--- src/rtl/wb_port_arbiter.sv ---
// Write-back port arbiter: three requester holding slots (ex, mem, mdu) share
// one register-file write port. Grants follow a fixed default priority,
// overridden by starvation promotion and by oldest-first ordering for writes
// to the same destination register. A 32-entry scoreboard tracks pending writes.
module wb_port_arbiter #(
   parameter int XLEN       = 64,
   parameter int STARVE_MAX = 4
) (
   input  logic            clk,
   input  logic            rst_n,
   input  logic            ex_valid,
   output logic            ex_ready,
   input  logic [4:0]      ex_waddr,
   input  logic [XLEN-1:0] ex_wdata,
   input  logic [1:0]      ex_ext,
   input  logic            mem_valid,
   output logic            mem_ready,
   input  logic [4:0]      mem_waddr,
   input  logic [XLEN-1:0] mem_wdata,
   input  logic [1:0]      mem_ext,
   input  logic            mdu_valid,
   output logic            mdu_ready,
   input  logic [4:0]      mdu_waddr,
   input  logic [XLEN-1:0] mdu_wdata,
   input  logic [1:0]      mdu_ext,
   output logic            rf_wen,
   output logic [4:0]      rf_waddr,
   output logic [XLEN-1:0] rf_wdata,
   input  logic            iss_valid,
   input  logic [4:0]      iss_rd,
   output logic [31:0]     busy_mask,
   output logic [2:0]      gnt
);
   localparam logic [3:0] AGE_MAX = 4'(STARVE_MAX);
   // Default-priority rank per slot index (ex=0, mem=1, mdu=2); higher rank wins.
   localparam logic [5:0] RANK = {2'd1, 2'd2, 2'd0};

   // Slot index order everywhere: 0 = ex, 1 = mem, 2 = mdu.
   logic [2:0]      in_valid;
   logic [4:0]      in_waddr [3];
   logic [XLEN-1:0] in_wdata [3];
   logic [1:0]      in_ext   [3];

   logic [2:0]      occ;
   logic [4:0]      waddr [3];
   logic [XLEN-1:0] wdata [3];
   logic [1:0]      ext   [3];
   logic [3:0]      age   [3];

   logic [2:0]      ready;
   logic [2:0]      gnt_vec;
   logic [2:0]      elig;
   logic [2:0]      starved;
   logic [2:0]      pool;
   logic [2:0]      lose [3];

   logic [4:0]      g_waddr;
   logic [XLEN-1:0] g_wdata;
   logic [1:0]      g_ext;
   logic [XLEN-1:0] ext_data;

   logic [31:0]     busy_q, busy_d;

   assign in_valid    = {mdu_valid, mem_valid, ex_valid};
   assign in_waddr[0] = ex_waddr;
   assign in_waddr[1] = mem_waddr;
   assign in_waddr[2] = mdu_waddr;
   assign in_wdata[0] = ex_wdata;
   assign in_wdata[1] = mem_wdata;
   assign in_wdata[2] = mdu_wdata;
   assign in_ext[0]   = ex_ext;
   assign in_ext[1]   = mem_ext;
   assign in_ext[2]   = mdu_ext;

   assign ex_ready  = ready[0];
   assign mem_ready = ready[1];
   assign mdu_ready = ready[2];
   assign gnt       = gnt_vec;

   genvar gi, gj;

   // Holding slots: a slot can be refilled in the same cycle it is granted.
   for (gi = 0; gi < 3; gi++) begin : g_slot
      logic            occ_q, occ_d;
      logic [4:0]      waddr_q, waddr_d;
      logic [XLEN-1:0] wdata_q, wdata_d;
      logic [1:0]      ext_q, ext_d;
      logic [3:0]      age_q, age_d;

      assign ready[gi] = !occ_q || gnt_vec[gi];

      // Load on accept, free on grant, otherwise age (saturating) while waiting.
      always_comb begin
         occ_d   = occ_q;
         waddr_d = waddr_q;
         wdata_d = wdata_q;
         ext_d   = ext_q;
         age_d   = age_q;
         if (in_valid[gi] && ready[gi]) begin
            occ_d   = 1'b1;
            waddr_d = in_waddr[gi];
            wdata_d = in_wdata[gi];
            ext_d   = in_ext[gi];
            age_d   = 4'd0;
         end else if (gnt_vec[gi]) begin
            occ_d = 1'b0;
            age_d = 4'd0;
         end else if (occ_q && age_q < AGE_MAX) begin
            age_d = age_q + 4'd1;
         end
      end

      // Slot state register.
      always_ff @(posedge clk or negedge rst_n) begin
         if (!rst_n) begin
            occ_q   <= 1'b0;
            waddr_q <= '0;
            wdata_q <= '0;
            ext_q   <= '0;
            age_q   <= '0;
         end else begin
            occ_q   <= occ_d;
            waddr_q <= waddr_d;
            wdata_q <= wdata_d;
            ext_q   <= ext_d;
            age_q   <= age_d;
         end
      end

      assign occ[gi]   = occ_q;
      assign waddr[gi] = waddr_q;
      assign wdata[gi] = wdata_q;
      assign ext[gi]   = ext_q;
      assign age[gi]   = age_q;
   end

   // Same-destination ordering: slot gi yields to slot gj if gj is older,
   // or equally old with higher default rank. This keeps register writes in order.
   for (gi = 0; gi < 3; gi++) begin : g_pair
      for (gj = 0; gj < 3; gj++) begin : g_col
         if (gi == gj) begin : g_self
            assign lose[gi][gj] = 1'b0;
         end else begin : g_other
            assign lose[gi][gj] = occ[gj] && (waddr[gi] == waddr[gj]) &&
                                  ((age[gj] > age[gi]) ||
                                   ((age[gj] == age[gi]) &&
                                    (RANK[2*gj +: 2] > RANK[2*gi +: 2])));
         end
      end
      assign elig[gi]    = occ[gi] && !(|lose[gi]);
      assign starved[gi] = elig[gi] && (age[gi] == AGE_MAX);
   end

   // Pick one winner: starved slots first, then default order mem > mdu > ex.
   always_comb begin
      pool    = (|starved) ? starved : elig;
      gnt_vec = 3'b000;
      if (pool[1])      gnt_vec = 3'b010;
      else if (pool[2]) gnt_vec = 3'b100;
      else if (pool[0]) gnt_vec = 3'b001;
   end

   // Route the granted slot to the write port; all zero when idle.
   always_comb begin
      g_waddr = '0;
      g_wdata = '0;
      g_ext   = '0;
      case (gnt_vec)
         3'b001:  begin g_waddr = waddr[0]; g_wdata = wdata[0]; g_ext = ext[0]; end
         3'b010:  begin g_waddr = waddr[1]; g_wdata = wdata[1]; g_ext = ext[1]; end
         3'b100:  begin g_waddr = waddr[2]; g_wdata = wdata[2]; g_ext = ext[2]; end
         default: ;
      endcase
   end

   // Sign/zero extension of the written value.
   always_comb begin
      case (g_ext)
         2'd1:    ext_data = {{(XLEN-32){g_wdata[31]}}, g_wdata[31:0]};
         2'd2:    ext_data = {{(XLEN-32){1'b0}}, g_wdata[31:0]};
         2'd3:    ext_data = {{(XLEN-16){g_wdata[15]}}, g_wdata[15:0]};
         default: ext_data = g_wdata;
      endcase
   end

   // x0 writes consume a grant but never reach the register file.
   assign rf_wen   = (|gnt_vec) && (g_waddr != 5'd0);
   assign rf_waddr = g_waddr;
   assign rf_wdata = ext_data;

   // Scoreboard next state: retire clears, issue sets, issue wins on collision.
   always_comb begin
      busy_d = busy_q;
      if (rf_wen) busy_d[rf_waddr] = 1'b0;
      if (iss_valid && iss_rd != 5'd0) busy_d[iss_rd] = 1'b1;
      busy_d[0] = 1'b0;
   end

   // Scoreboard register.
   always_ff @(posedge clk or negedge rst_n) begin
      if (!rst_n) busy_q <= '0;
      else        busy_q <= busy_d;
   end

   assign busy_mask = busy_q;
endmodule

--- config.mk ---
export PLATFORM = sky130hd
export DESIGN_NAME = wb_port_arbiter
export DESIGN_NICKNAME = d
export VERILOG_FILES = /design/src/rtl/wb_port_arbiter.sv
export SDC_FILE = /design/constraint.sdc
export NUM_CORES = 1
export LEC_CHECK = 0
export BUFFER_PORTS_ARGS = -buffer_cell sky130_fd_sc_hd__buf_2
export CORE_MARGIN = 2
export CORE_UTILIZATION = 58
export CTS_CLUSTER_DIAMETER = 120
export DETAILED_ROUTE_END_ITERATION = 7
export PLACE_DENSITY = 0.95
export SLEW_MARGIN = 10
export SYNTH_ARGS = -nofsm -noshare
export SYNTH_HDL_FRONTEND = slang
export SYNTH_SLANG_ARGS = --single-unit
--- constraint.sdc ---
create_clock -name clk -period 7.05 [get_ports clk]
set_input_delay 0 -clock clk [delete_from_list [all_inputs] [get_ports clk]]
set_output_delay 0 -clock clk [all_outputs]
set_load 0.02 [all_outputs]
==> impl_results.md <==
* Outcome: finished with violations
* Failing checks: design-rule violations
* Post-route setup slack at around 1400 ps
* Max Used Layer: met5
* Clock latency on the worst-skew pair at around 550 ps
* Routed wl met2 at about 24 mm
* GRT Overall Usage at 44.2%
* Worst-Margin Slew at between 1000 and 1500 ps
* Initial Utilization at between 50% and 60%
* WL final at between 50 and 60 mm
* Worst path arrival time at between 5000 and 6000 ps
* Main synth FF type: dfrtp_1
* Vias per inst at slightly below 7
* First-pass GRT wire length at 76.4 mm
* Share of cells above drive strength 1 at 37.5%
* Clock Tree Root: clkbuf_16
* Worst-path clk slew at 60 ps
* Setup Skew at 21.8 ps
* Die Wd at between 150 and 200 um
* Synth Instances at 1072
* YS warnings at 0
* Critical Path RT at 7050 ps
* CP Cell Sequence: inv_1 > ha_1 > nand2_1 > o21a_1 > o21ai_0 > o211ai_2 > o2bb2ai_2 > a21o_2 > a31o_2 > o21ai_1 > o21ai_0 > buf_2
* Delay-heaviest family, CP: compound AO/OA/AOI/OAI gates
* Slew headroom at a little under a fifth
* Post-synth cell types at 56
* TritonCTS clock tree: built
* Slowest cell on the critical path: a31o_2
* WL/cell at 27.2 um
* Final #Nets at about 1800
* Fmax achieved at between 150 and 200 MHz
* Max-Cap Viols at 0
* RD Place Congestion at just over 0.9
* CP most frequent cell: o21ai_0
* Vias in the first global route at around 13000
* Synth top area cells: dfrtp_1, mux2_2, a221o_1
* Final min period at 5640 ps
* Critical Path Max Stage Delay at roughly 1000 ps
* Commonest non-fill, non-tap cells in the layout: buf_2, dfrtp_1, dlygate4sd3_1
* Setup TNS Final at 0 ps
* Post-place setup slack at roughly 2400 ps
* Worst Hold Slack at between 40 and 50 ps
* Post-CTS Resized at 0
* # H-tree levels at 1
* Met3 wire len at 5.99 mm
* I/O pin count at roughly 330
* Crit end category: output pin
* Final Hold Violating Endpoints at 0
* CP Max Fanout at 45
* Dpl hpwl at ~25 mm
* Floorplan row count at 53
* CP Launch Type: register
* DRT met1 WL at ~17 mm
* IO buf count at 330
* WP buf/inv at 2
* Top cell type by total area after synthesis: dfrtp_1
* Syn Area/Cell at 11.8 um^2
* Die ar. at ~23000 um^2
* RSZ-0062 raised after global routing: false
* Initial antenna violation count at 8
* Area Overhead vs Synth at 38.3%
* Period utilisation layout at about 80%
* Post-Syn Nets at approximately 1300
* Total global routing overflow at 0
* Seq cells post-synth at approximately 260
* Post-CTS Setup Bufs at 0
* Total CTS buffers at 26
* Mapped Area at 12600 um^2
* Register area share after synthesis at slightly above 50%
* DRT Pass-1 Iters at 8
* Die Span Y at between 150 and 200 um
* Top-area cell type share of the netlist area at between 50% and 60%
* Routed Antenna Nets at 0
* Largest net degree at the start of global routing at 102
* Fin util at around 80%
* DRC violation count after routing at 3
* Initial detailed-routing violation count at between 1000 and 1500
* Final Slew Violations at 0
* Worst hold path class: in -> async
* Core footprint at 21200 um^2
* Clock sink count at 259
* Setup CP Type: reg -> out
* Post-synth ARST share at 100%
* Post-synth EDFFs at 0
* Max Root-Sink Buffers at 3
* Total number of vias at between 10000 and 15000
* Hold buffer count at CTS at 226
* Final setup vio count at 0
* Most common cell after layout, fill and taps aside: buf_2
-- final timing paths --
path,start,endpoint,slack (ps),cells after the start
max,g_slot[2].age_q[2],rf_wdata[18],1410,12
min,rst_n,busy_mask[10],40,2
max reg2reg,g_slot[2].age_q[2],g_slot[2].wdata_q[28],2150,12
min reg2reg,g_slot[2].wdata_q[24],g_slot[2].wdata_q[24],490,1
max in group asynchronous,rst_n,g_slot[1].wdata_q[56],5400,3
min in group clk,mem_waddr[2],g_slot[1].waddr_q[2],230,3
-- metal layers --
metal  vias to the layer above  GRT usage (%)
met3                       392           11.9
met4                         2           31.7
met2                      1274           72.3
met5                         -              0
met1                      6129           50.3
li1                       5024              -
-- layout make-up --
type	instances	area (um^2)
clock inverters	3	40.0
well taps	275	344
repair buffers	563	3980
diodes	8	20.0
flip-flops and latches	259	6480
clock buffers	40	785
inverters	29	109
multi-input cells	707	5700
fillers	997	3760
-- stage by stage --
| stage | cells | area (um^2) |
|---|---|---|
| 2_1_floorplan | 1072 | 12600 |
| 3_5_place_dp | 1607 | 14300 |
| 6_report | 1884 | 17500 |
| 4_1_cts | 1876 | 17400 |
| 3_3_place_gp | 1607 | 14300 |
| 5_1_grt | 1882 | 17500 |
-- Yosys cell counts (all sizes together) (3+ instances only) --
cell and number:
mux2 220, a211oi 10, o211ai 10, buf 41
nand2 43, inv 29, nor3 22, o221ai 8
or3 3, nand2b 7, nor2 49, xor2 8
nor3b 4, nand3 43, dfrtp 259, a221o 40
a31oi 8, clkbuf 36, ha 18, mux2i 8
a31o 7, and3 5, nand4 3, a21oi 10
o21ai 72, a221oi 15, xnor2 10, o31ai 22
a21boi 4, o21a 4, o22ai 33, and2 4
-- registers in the layout, indices dropped and copies added (netlist names) --
name            cells
g_slot.wdata_q    192
busy_mask          31
g_slot.waddr_q     15
g_slot.age_q       12
g_slot.ext_q        6
g_slot.occ_q        3
-- cell families (layout without fill, tap and decap cells) --
family                   count (synthesis)  count (layout)  share of synthesized area, %
AO/OA/AOI/OAI                          250             250                          14.3
flip-flops                             259             259                          51.3
other                                    1               9                        0.0297
XOR/XNOR                                18              18                          1.25
adder cells (fa/ha/maj)                 18              18                          1.78
AND/OR/NAND/NOR                        192             192                          7.27
multiplexers                           228             228                          20.3
buffers and inverters                  106             635                          3.81
Power is not shown: default switching activity piles up to over one toggle a cycle in this logic, so the estimate is an artifact.
